File: config.mk
export PLATFORM = sky130hd
export DESIGN_NAME = apb_master_bridge
export DESIGN_NICKNAME = d
export VERILOG_FILES = /design/src/rtl/apb_defs.sv /design/src/rtl/apb_timeout_ctr.sv /design/src/rtl/apb_master_bridge.sv
export SDC_FILE = /design/constraint.sdc
export NUM_CORES = 1
export LEC_CHECK = 0
export CORE_ASPECT_RATIO = 1.1
export CORE_MARGIN = 2
export CORE_UTILIZATION = 25
export CTS_CLUSTER_SIZE = 24
export DETAILED_ROUTE_END_ITERATION = 10
export SLEW_MARGIN = 20
export SYNTH_ARGS = -nofsm -noshare
export SYNTH_HDL_FRONTEND = slang
export SYNTH_SLANG_ARGS = --single-unit
File: constraint.sdc
create_clock -name clk_i -period 3.8 [get_ports clk_i]
set_clock_uncertainty 0.1 [all_clocks]
set_input_delay 0.76 -clock clk_i [delete_from_list [all_inputs] [get_ports clk_i]]
set_output_delay 0.76 -clock clk_i [all_outputs]
set_load 0.01 [all_outputs]
File: src/rtl/apb_defs.sv
// rtl/apb_defs.sv - shared APB state encodings, bus widths and error causes
package apb_defs;

  localparam int APB_ADDR_W = 32;
  localparam int APB_DATA_W = 32;

  typedef enum logic [1:0] {
    ST_IDLE   = 2'd0,
    ST_SETUP  = 2'd1,
    ST_ACCESS = 2'd2,
    ST_RESP   = 2'd3
  } apb_state_e;

  typedef enum logic [1:0] {
    ERR_NONE    = 2'd0,
    ERR_SLVERR  = 2'd1,
    ERR_ALIGN   = 2'd2,
    ERR_TIMEOUT = 2'd3
  } apb_err_e;

  // Returns {err, timeout} as reported on the response channel.
  function automatic logic [1:0] err_flags(apb_err_e cause);
    return {cause != ERR_NONE, cause == ERR_TIMEOUT};
  endfunction

endpackage

File: src/rtl/apb_timeout_ctr.sv
// rtl/apb_timeout_ctr.sv - saturating ACCESS-cycle counter flagging the last allowed cycle
module apb_timeout_ctr #(
  parameter int TIMEOUT_CYCLES = 255
) (
  input  logic clk_i,
  input  logic resetn_i,
  input  logic clr_i,
  input  logic en_i,
  output logic expire_o
);

  localparam int CW = $clog2(TIMEOUT_CYCLES + 1);
  localparam logic [CW-1:0] LIMIT    = CW'(TIMEOUT_CYCLES);
  localparam logic [CW-1:0] LIMIT_M1 = CW'(TIMEOUT_CYCLES - 1);

  logic [CW-1:0] count_q, count_d;

  always_comb begin
    count_d = count_q;
    if (clr_i) begin
      count_d = '0;
    end else if (en_i && count_q != LIMIT) begin
      count_d = count_q + CW'(1);
    end
  end

  always_ff @(posedge clk_i or negedge resetn_i) begin
    if (!resetn_i) begin
      count_q <= '0;
    end else begin
      count_q <= count_d;
    end
  end

  // High during the ACCESS cycle that would push the count to TIMEOUT_CYCLES.
  assign expire_o = en_i && (count_q == LIMIT_M1);

endmodule

File: src/rtl/apb_master_bridge.sv
// rtl/apb_master_bridge.sv - single-outstanding APB3 initiator with alignment check and PREADY watchdog
module apb_master_bridge
  import apb_defs::*;
#(
  parameter int TIMEOUT_CYCLES = 255,
  parameter int ADDR_W         = APB_ADDR_W,
  parameter int DATA_W         = APB_DATA_W
) (
  input  logic              clk_i,
  input  logic              resetn_i,
  input  logic              cmd_valid_i,
  output logic              cmd_ready_o,
  input  logic              cmd_write_i,
  input  logic [ADDR_W-1:0] cmd_addr_i,
  input  logic [DATA_W-1:0] cmd_wdata_i,
  output logic              rsp_valid_o,
  input  logic              rsp_ready_i,
  output logic [DATA_W-1:0] rsp_rdata_o,
  output logic              rsp_err_o,
  output logic              rsp_timeout_o,
  output logic              apb_psel_o,
  output logic              apb_penable_o,
  output logic              apb_pwrite_o,
  output logic [ADDR_W-1:0] apb_paddr_o,
  output logic [DATA_W-1:0] apb_pwdata_o,
  input  logic [DATA_W-1:0] apb_prdata_i,
  input  logic              apb_pready_i,
  input  logic              apb_pslverr_i
);

  apb_state_e        state_q, state_d;
  logic              cmd_ready_q, cmd_ready_d;
  logic              psel_q, psel_d;
  logic              penable_q, penable_d;
  logic              pwrite_q, pwrite_d;
  logic [ADDR_W-1:0] paddr_q, paddr_d;
  logic [DATA_W-1:0] pwdata_q, pwdata_d;
  logic              rsp_valid_q, rsp_valid_d;
  logic [DATA_W-1:0] rsp_rdata_q, rsp_rdata_d;
  logic              rsp_err_q, rsp_err_d;
  logic              rsp_timeout_q, rsp_timeout_d;

  logic ctr_clr, ctr_en, ctr_expire;

  apb_timeout_ctr #(
    .TIMEOUT_CYCLES(TIMEOUT_CYCLES)
  ) u_timeout_ctr (
    .clk_i    (clk_i),
    .resetn_i (resetn_i),
    .clr_i    (ctr_clr),
    .en_i     (ctr_en),
    .expire_o (ctr_expire)
  );

  always_comb begin
    state_d       = state_q;
    cmd_ready_d   = cmd_ready_q;
    psel_d        = psel_q;
    penable_d     = penable_q;
    pwrite_d      = pwrite_q;
    paddr_d       = paddr_q;
    pwdata_d      = pwdata_q;
    rsp_valid_d   = rsp_valid_q;
    rsp_rdata_d   = rsp_rdata_q;
    rsp_err_d     = rsp_err_q;
    rsp_timeout_d = rsp_timeout_q;
    ctr_clr       = 1'b0;
    ctr_en        = 1'b0;

    unique case (state_q)
      ST_IDLE: begin
        if (cmd_valid_i) begin
          pwrite_d    = cmd_write_i;
          paddr_d     = cmd_addr_i;
          pwdata_d    = cmd_wdata_i;
          cmd_ready_d = 1'b0;
          if (cmd_addr_i[1:0] != 2'b00) begin
            // Misaligned: answer directly, the bus never sees this command.
            state_d                    = ST_RESP;
            rsp_valid_d                = 1'b1;
            rsp_rdata_d                = '0;
            {rsp_err_d, rsp_timeout_d} = err_flags(ERR_ALIGN);
          end else begin
            state_d   = ST_SETUP;
            psel_d    = 1'b1;
            penable_d = 1'b0;
            ctr_clr   = 1'b1;
          end
        end
      end

      ST_SETUP: begin
        state_d   = ST_ACCESS;
        penable_d = 1'b1;
      end

      ST_ACCESS: begin
        ctr_en = 1'b1;
        if (apb_pready_i || ctr_expire) begin
          state_d     = ST_RESP;
          psel_d      = 1'b0;
          penable_d   = 1'b0;
          rsp_valid_d = 1'b1;
        end
        // A late PREADY still wins over the watchdog in its final cycle.
        if (apb_pready_i) begin
          rsp_rdata_d = pwrite_q ? '0 : apb_prdata_i;
          {rsp_err_d, rsp_timeout_d} = err_flags(apb_pslverr_i ? ERR_SLVERR : ERR_NONE);
        end else if (ctr_expire) begin
          rsp_rdata_d = '0;
          {rsp_err_d, rsp_timeout_d} = err_flags(ERR_TIMEOUT);
        end
      end

      ST_RESP: begin
        if (rsp_ready_i) begin
          state_d     = ST_IDLE;
          rsp_valid_d = 1'b0;
          cmd_ready_d = 1'b1;
        end
      end

      default: begin
        state_d = ST_IDLE;
      end
    endcase
  end

  always_ff @(posedge clk_i or negedge resetn_i) begin
    if (!resetn_i) begin
      state_q       <= ST_IDLE;
      cmd_ready_q   <= 1'b1;
      psel_q        <= 1'b0;
      penable_q     <= 1'b0;
      pwrite_q      <= 1'b0;
      paddr_q       <= '0;
      pwdata_q      <= '0;
      rsp_valid_q   <= 1'b0;
      rsp_rdata_q   <= '0;
      rsp_err_q     <= 1'b0;
      rsp_timeout_q <= 1'b0;
    end else begin
      state_q       <= state_d;
      cmd_ready_q   <= cmd_ready_d;
      psel_q        <= psel_d;
      penable_q     <= penable_d;
      pwrite_q      <= pwrite_d;
      paddr_q       <= paddr_d;
      pwdata_q      <= pwdata_d;
      rsp_valid_q   <= rsp_valid_d;
      rsp_rdata_q   <= rsp_rdata_d;
      rsp_err_q     <= rsp_err_d;
      rsp_timeout_q <= rsp_timeout_d;
    end
  end

  assign cmd_ready_o   = cmd_ready_q;
  assign rsp_valid_o   = rsp_valid_q;
  assign rsp_rdata_o   = rsp_rdata_q;
  assign rsp_err_o     = rsp_err_q;
  assign rsp_timeout_o = rsp_timeout_q;
  assign apb_psel_o    = psel_q;
  assign apb_penable_o = penable_q;
  assign apb_pwrite_o  = pwrite_q;
  assign apb_paddr_o   = paddr_q;
  assign apb_pwdata_o  = pwdata_q;

endmodule

==> out/results.tsv, run 1 <==
stage	metric	value	unit
cts	Reg clk slew, reported paths	50	ps
drt	remaining antenna violation count	0	
timing	fin. max-slew vios	0	
cts	post-CTS sizing	0	
run_status	status	finished, final reports clean	
worst_setup_path	crit path max fanout	36	
synthesis	Seq/Total Area, Yosys	62.0	%
worst_setup_path	WP data required	3990	ps
placement	Port Buffer Count	205	
worst_setup_path	CP Capture Type	register	
worst_setup_path	R2R depth	6	
placement	Final GP Congestion	0.766	
global_routing	largest net degree at the start of global routing	70	
drt	vias per cell	4.35	
timing	setup_tns	0	ps
cells_and_area	nets	631	
placement	DP Wirelength	8570	um
drt	via count	3357	
synthesis	synthesized area	4560	um2
synthesis	synth unique cells	39	
die	core region area	17800	um2
cells_and_area	n_diodes	0	
cts	hold_buf cts	0	
timing	final hold vios	0	
cts	clock tree root buffer cell	clkbuf_16	
timing	Slew @ Worst Pin	935	ps
placement	pre-CTS setup slack	890	ps
die	IO Pins	206	
synthesis	#FFs+latches synth	113	
pwr	maximum VDD drop	406	uV
cts	clk_lat worst skew	400	ps
cts	Sink Count	113	
global_routing	Overall Global Routing Usage	12.9	%
die	Rows	51	
timing	fin crit period	2530	ps
pwr	Leakage	3.18	nW
die	chip height	146	um
timing	fin worst setup slack	1270	ps
cts	CTS tree	done	
synthesis	synth top area cells	dfrtp_1, mux2_2, a22o_2	
synthesis	EDFF count, synth	0	
timing	Max Fclk	395	MHz
drt	First-pass DRT Iterations	4	
drt	DR WL/cell	15.6	um
cts	Post CTS Setup Buffer Count	0	
global_routing	initial antenna violation count	0	
worst_setup_path	flop-to-flop setup slack	1270	ps
die	Die Width	133	um
synthesis	predominant post-synthesis flop cell	dfrtp_1	
synthesis	most frequent cells after synthesis	dfrtp_1, mux2_2, a22o_2	
worst_setup_path	capturing point of the worst reg2reg path	apb_penable_o	
min_path	worst hold path type	in2async	
drt	# DRC	0	
die	Die Area	19300	um2
synthesis	Avg Inst Size Synth	14.7	um2
worst_setup_path	Critical Path Source	state_q[0]	
synthesis	Syn Nets	419	
global_routing	first-pass GRT wire length	19500	um
synthesis	most frequent cell after synthesis	dfrtp_1	
worst_setup_path	startpoint types	register	
placement	Post-DP Area	6860	um2
timing	Tcrit/Tclk final	66.6	%
worst_setup_path	reg2reg start	state_q[0]	
synthesis	Yosys top cell area share	61.5	%
global_routing	number of global-route vias before repair	3577	
timing	slew margin rel.	37.4	%
timing	RSZ-0062 raised after global routing	false	
run	Maximum Capacitance Violations	0	
cells_and_area	final core utilization	42.0	%
synthesis	Gate Count Post-Synth	310	
synthesis	Async S/R FF share, synth	100	%
cts	CTS buffer count	17	
timing	Final Setup Violations	0	
die	Starting Density	25.6	%
cells_and_area	final std cell area, no fill	7480	um2
cells_and_area	filler cell count	1620	
worst_setup_path	WS Path Type	reg2reg	
worst_setup_path	CP arrival	2720	ps
worst_setup_path	Worst setup endpoint	apb_penable_o	
global_routing	grt total ovfl	0	
drt	number of DRC markers in iteration 0	108	
cts	clock tree buffer depth	2	
cells_and_area	Area growth syn-to-layout	63.9	%
cells_and_area	share of cells above drive strength 1	25.3	%
cts	H-tree Lvls	4	
synthesis	most area-hungry cell type in the Yosys netlist	dfrtp_1	
cells_and_area	Final Non-Filler Cells	772	
synthesis	Yosys warning total	0	
pwr	Power Density	817	nW/um2
drt	drt total wl	12000	um
placement	Inst Count DP	741	
## kinds of logic (layout without fill, tap and decap cells)
group / count (synthesis) / count (layout) / share of synthesized area, %
mux: 69 / 69 / 17.0
xor+xnor: 3 / 3 / 0.576
simple gates: 43 / 43 / 5.87
flops: 113 / 113 / 62.0
fa+ha+maj: 6 / 6 / 1.65
compound gates: 55 / 55 / 10.3
buf+inv: 21 / 245 / 2.55
## per-layer routing
| layer | up-vias | track usage [%] | routed length [um] |
|---|---|---|---|
| met5 | - | 0 | 0 |
| met4 | 0 | 4.14 | 143 |
| met3 | 9 | 6.30 | 1120 |
| met2 | 164 | 20.2 | 5730 |
| met1 | 1636 | 15.6 | 5050 |
| li1 | 1548 | - | - |
## layout make-up
class / count / area, um2 / share of cell area (%)
repair buffers: 208 / 2080 / 27.9
multi-input cells: 176 / 1620 / 21.7
well taps: 238 / 298 / 3.98
clock buffers: 21 / 460 / 6.16
flip-flops and latches: 113 / 2830 / 37.8
inverters: 6 / 22.5 / 0.301
clock inverters: 10 / 159 / 2.13
## registers in the layout, summed over array words and instances, names as in the netlist
name	cells
apb_paddr_o	32
state_q	2
apb_psel_o	1
rsp_timeout_o	1
u_timeout_ctr.count_q	8
rsp_rdata_o	32
apb_pwrite_o	1
cmd_ready_o	1
apb_penable_o	1
rsp_err_o	1
apb_pwdata_o	32
rsp_valid_o	1
## cells in the final DEF (no fill, tap or decap), types with 2 or more instances in the layout
| cell | n |
|---|---|
| clkinvlp_4 | 2 |
| clkdlybuf4s50_1 | 204 |
| o21ai_0 | 4 |
| nor2b_1 | 4 |
| clkbuf_1 | 2 |
| bufinv_16 | 4 |
| clkinv_2 | 3 |
| clkbuf_8 | 2 |
| nor3_4 | 2 |
| nand2_1 | 7 |
| clkbuf_16 | 17 |
| dfrtp_1 | 112 |
| inv_1 | 6 |
| xnor2_1 | 2 |
| buf_4 | 3 |
| nor3_1 | 5 |
| a22o_1 | 11 |
| a22o_2 | 22 |
| nor2_1 | 9 |
| ha_1 | 6 |
| a21oi_1 | 11 |
| nand4_1 | 3 |
| mux2_2 | 67 |
| mux2i_1 | 2 |
## worst max-delay path, stage by stage (launching register included)
cell and delay (ps):
dfrtp_1 400, inv_1 120, ha_1 510, nand2_4 410, nor3_4 420, o21ai_0 170
mux2_2 280
## worst min path at each step
stage	start	endpoint	slack (ps)	depth (start not counted)
2_1_floorplan	resetn_i	apb_paddr_o[0]	360	0
3_3_place_gp	apb_paddr_o[31]	apb_paddr_o[31]	390	1
3_5_place_dp	rsp_rdata_o[8]	rsp_rdata_o[8]	390	1
4_1_cts	resetn_i	rsp_rdata_o[10]	280	1
5_1_grt	resetn_i	rsp_rdata_o[10]	290	1
6_report	resetn_i	rsp_rdata_o[10]	270	1
## power by group
part | total [mW] | switching, mW | internal, mW
registers | 2.02 | 0.303 | 1.72
clock network | 1.67 | 0.543 | 1.12
logic | 2.42 | 0.988 | 1.43
## metrics by stage
step                hold WS (ps)  power, mW
floorplan                    364       3.24
global placement             388       4.42
detailed placement           391       4.48
CTS                          277       6.21
global route                 294       6.49
finish                       266       6.11
(Power assumes the default switching activity.)
==> inputs of run 2 (changes only) <==
clock period = 2.6 ns   (was 3.8 ns; I/O delays follow)
==> run 2 against run 1 <==
Compared with the run above:
- final cell count stayed put
- sequential power up 46%
- via count grew 1.2%
- die area stayed put
- critical path depth unchanged
- core utilization hardly changed
- global-route usage shrank 0.27 points
- register-to-register slack got worse by 830 ps
- largest cell class unchanged
- sequential share of layout area about the same
==> out/results.tsv, run 2 (same netlist as run 1, synthesis figures left out) <==
stage	metric	value	unit	change
die	Starting Density	25.6	%	unchanged
cells_and_area	share of cells above drive strength 1	25.5	%	+0.19 points
timing	slew margin rel.	37.4	%	about the same
drt	DR WL/cell	15.5	um	-0.54%
timing	setup_tns	0	ps	unchanged
cells_and_area	area of the multi-input gates	1620	um2	unchanged
timing	fin. max-slew vios	0		unchanged
placement	Port Buffer Count	205		unchanged
cells_and_area	nets	634		+0.48%
min_path	worst hold path type	in2async		
pwr	clock network fraction of total power	25.6	%	-1.7 points
run	Maximum Capacitance Violations	0		unchanged
cts	CTS buffer count	17		unchanged
global_routing	largest net degree at the start of global routing	114		+63%
pwr	Comb pwr share	40.7	%	+1.1 points
cts	hold_buf cts	0		unchanged
cts	post-CTS sizing	0		unchanged
global_routing	initial antenna violation count	0		unchanged
cts	clk_lat worst skew	410	ps	about the same
timing	Final Setup Violations	0		unchanged
global_routing	grt total ovfl	0		unchanged
pwr	maximum VDD drop	527	uV	+30%
drt	drt total wl	12000	um	-0.54%
placement	Final GP Congestion	0.748		-2.3%
die	IO Pins	206		unchanged
drt	number of DRC markers in iteration 0	85		-21%
cells_and_area	most frequent cells in the layout	clkdlybuf4s50_1, dfrtp_1, mux2_2, a22o_2, clkbuf_16		
timing	Max Fclk	462	MHz	+17%
placement	DP Wirelength	8440	um	-1.5%
cts	H-tree Lvls	4		unchanged
cells_and_area	Area growth syn-to-layout	64.1	%	
drt	vias per cell	4.40		+1.2%
cts	Post CTS Setup Buffer Count	0		unchanged
pwr	Power Density	1170	nW/um2	+43%
drt	First-pass DRT Iterations	6		+2
worst_setup_path	CP Capture Type	register		
timing	hold slack	57.0	ps	-209 ps
cts	clock tree buffer depth	2		unchanged
timing	fin crit period	2160	ps	-366 ps
timing	fin worst setup slack	436	ps	-834 ps
cells_and_area	filler cell count	1638		+1.1%
pwr	Internal Power	6.12	mW	+43%
cts	CTS tree	done		
cells_and_area	leading cell type in the layout, fill and taps excluded	clkdlybuf4s50_1		
drt	remaining antenna violation count	0		unchanged
timing	RSZ-0062 raised after global routing	false		
cts	Sink Count	113		unchanged
timing	Slew @ Worst Pin	935	ps	+0.373 ps
timing	final hold vios	0		unchanged
pwr	Net Sw Frac	30.2	%	+0.17 points
pwr	sequential share of power	33.7	%	+0.6 points
drt	via count	3398		+1.2%
die	core region area	17800	um2	unchanged
worst_setup_path	WP data required	2840	ps	-1150 ps
worst_setup_path	WS Path Type	reg2reg		
cts	clock tree root buffer cell	clkbuf_16		
worst_setup_path	startpoint types	register		
pwr	total power	8.77	mW	+44%
cells_and_area	Register Area	2830	um2	unchanged
cells_and_area	n_diodes	0		unchanged
worst_setup_path	flop-to-flop setup slack	440	ps	-830 ps
timing	Tcrit/Tclk final	83.2	%	+17 points
cells_and_area	final core utilization	42.0	%	+0.042 points
die	Rows	51		unchanged
worst_setup_path	CP arrival	2400	ps	-320 ps
worst_setup_path	crit path max fanout	33		-8.3%
drt	# DRC	0		unchanged
pwr	Leakage	3.19	nW	+0.32%
die	Die Area	19300	um2	unchanged
die	chip height	146	um	unchanged
global_routing	number of global-route vias before repair	3520		-1.6%
placement	pre-CTS setup slack	184	ps	-706 ps
pwr	NetSw	2.65	mW	+44%
die	Die Width	133	um	unchanged
run_status	status	finished, final reports clean		
cts	Reg clk slew, reported paths	50	ps	about the same
global_routing	first-pass GRT wire length	19200	um	-1.8%
global_routing	Overall Global Routing Usage	12.7	%	-0.27 points
run 2: cell types whose count changed in the layout (fill, tap and decap cells not counted), sizes merged:
cell,previous run,this run
clkbuf,21,22
bufinv,4,2
clkinvlp,2,1
clkinv,4,3
buf,4,7
run 2: layout make-up:
cell class / count / area share [%]
clock inverters: 6 / 1.10
clock buffers: 22 / 6.47
repair buffers: 211 / 28.7
flip-flops and latches: 113 / 37.8
inverters: 6 / 0.301
well taps: 238 / 3.98
multi-input cells: 176 / 21.7
run 2: routing by layer:
metal / wire (um) / track usage, %
met1: 5080 / 15.2
met2: 5430 / 19.2
met3: 1190 / 6.10
met4: 263 / 5.65
met5: 0 / 0
run 2: metrics by stage:
step           cells  area, um2
3_3_place_gp     744       6920
6_report         772       7480
2_1_floorplan    310       4560
5_1_grt          772       7480
3_5_place_dp     744       6920
4_1_cts          772       7480
run 2: final timing paths:
check                               startpoint              end  cells after the start
worst min-delay path                  resetn_i   rsp_rdata_o[9]                      2
worst min register to register  rsp_rdata_o[5]   rsp_rdata_o[5]                      1
worst max register to register      state_q[0]  rsp_rdata_o[26]                      6
max in group asynchronous             resetn_i       state_q[1]                      2
worst max-delay path                state_q[0]  rsp_rdata_o[26]                      6
min in group clk_i              rsp_rdata_o[5]   rsp_rdata_o[5]                      1
run 2: critical path, cell delays in order, from the launching register on:
cell and delay, ps:
dfrtp_1 400, inv_1 110, ha_1 440, nand2b_1 130, o21bai_4 230, o211ai_4 390, a22o_2 290
run 2: power by group through the flow:
| stage | Combinational (mW) | Clock (mW) | Sequential, mW |
|---|---|---|---|
| floorplan | 1.50 | 0 | 3.23 |
| global placement | 3.54 | 0 | 2.94 |
| detailed placement | 3.62 | 0 | 2.98 |
| CTS | 3.63 | 2.31 | 2.96 |
| global route | 3.84 | 2.39 | 3.06 |
| finish | 3.57 | 2.25 | 2.95 |
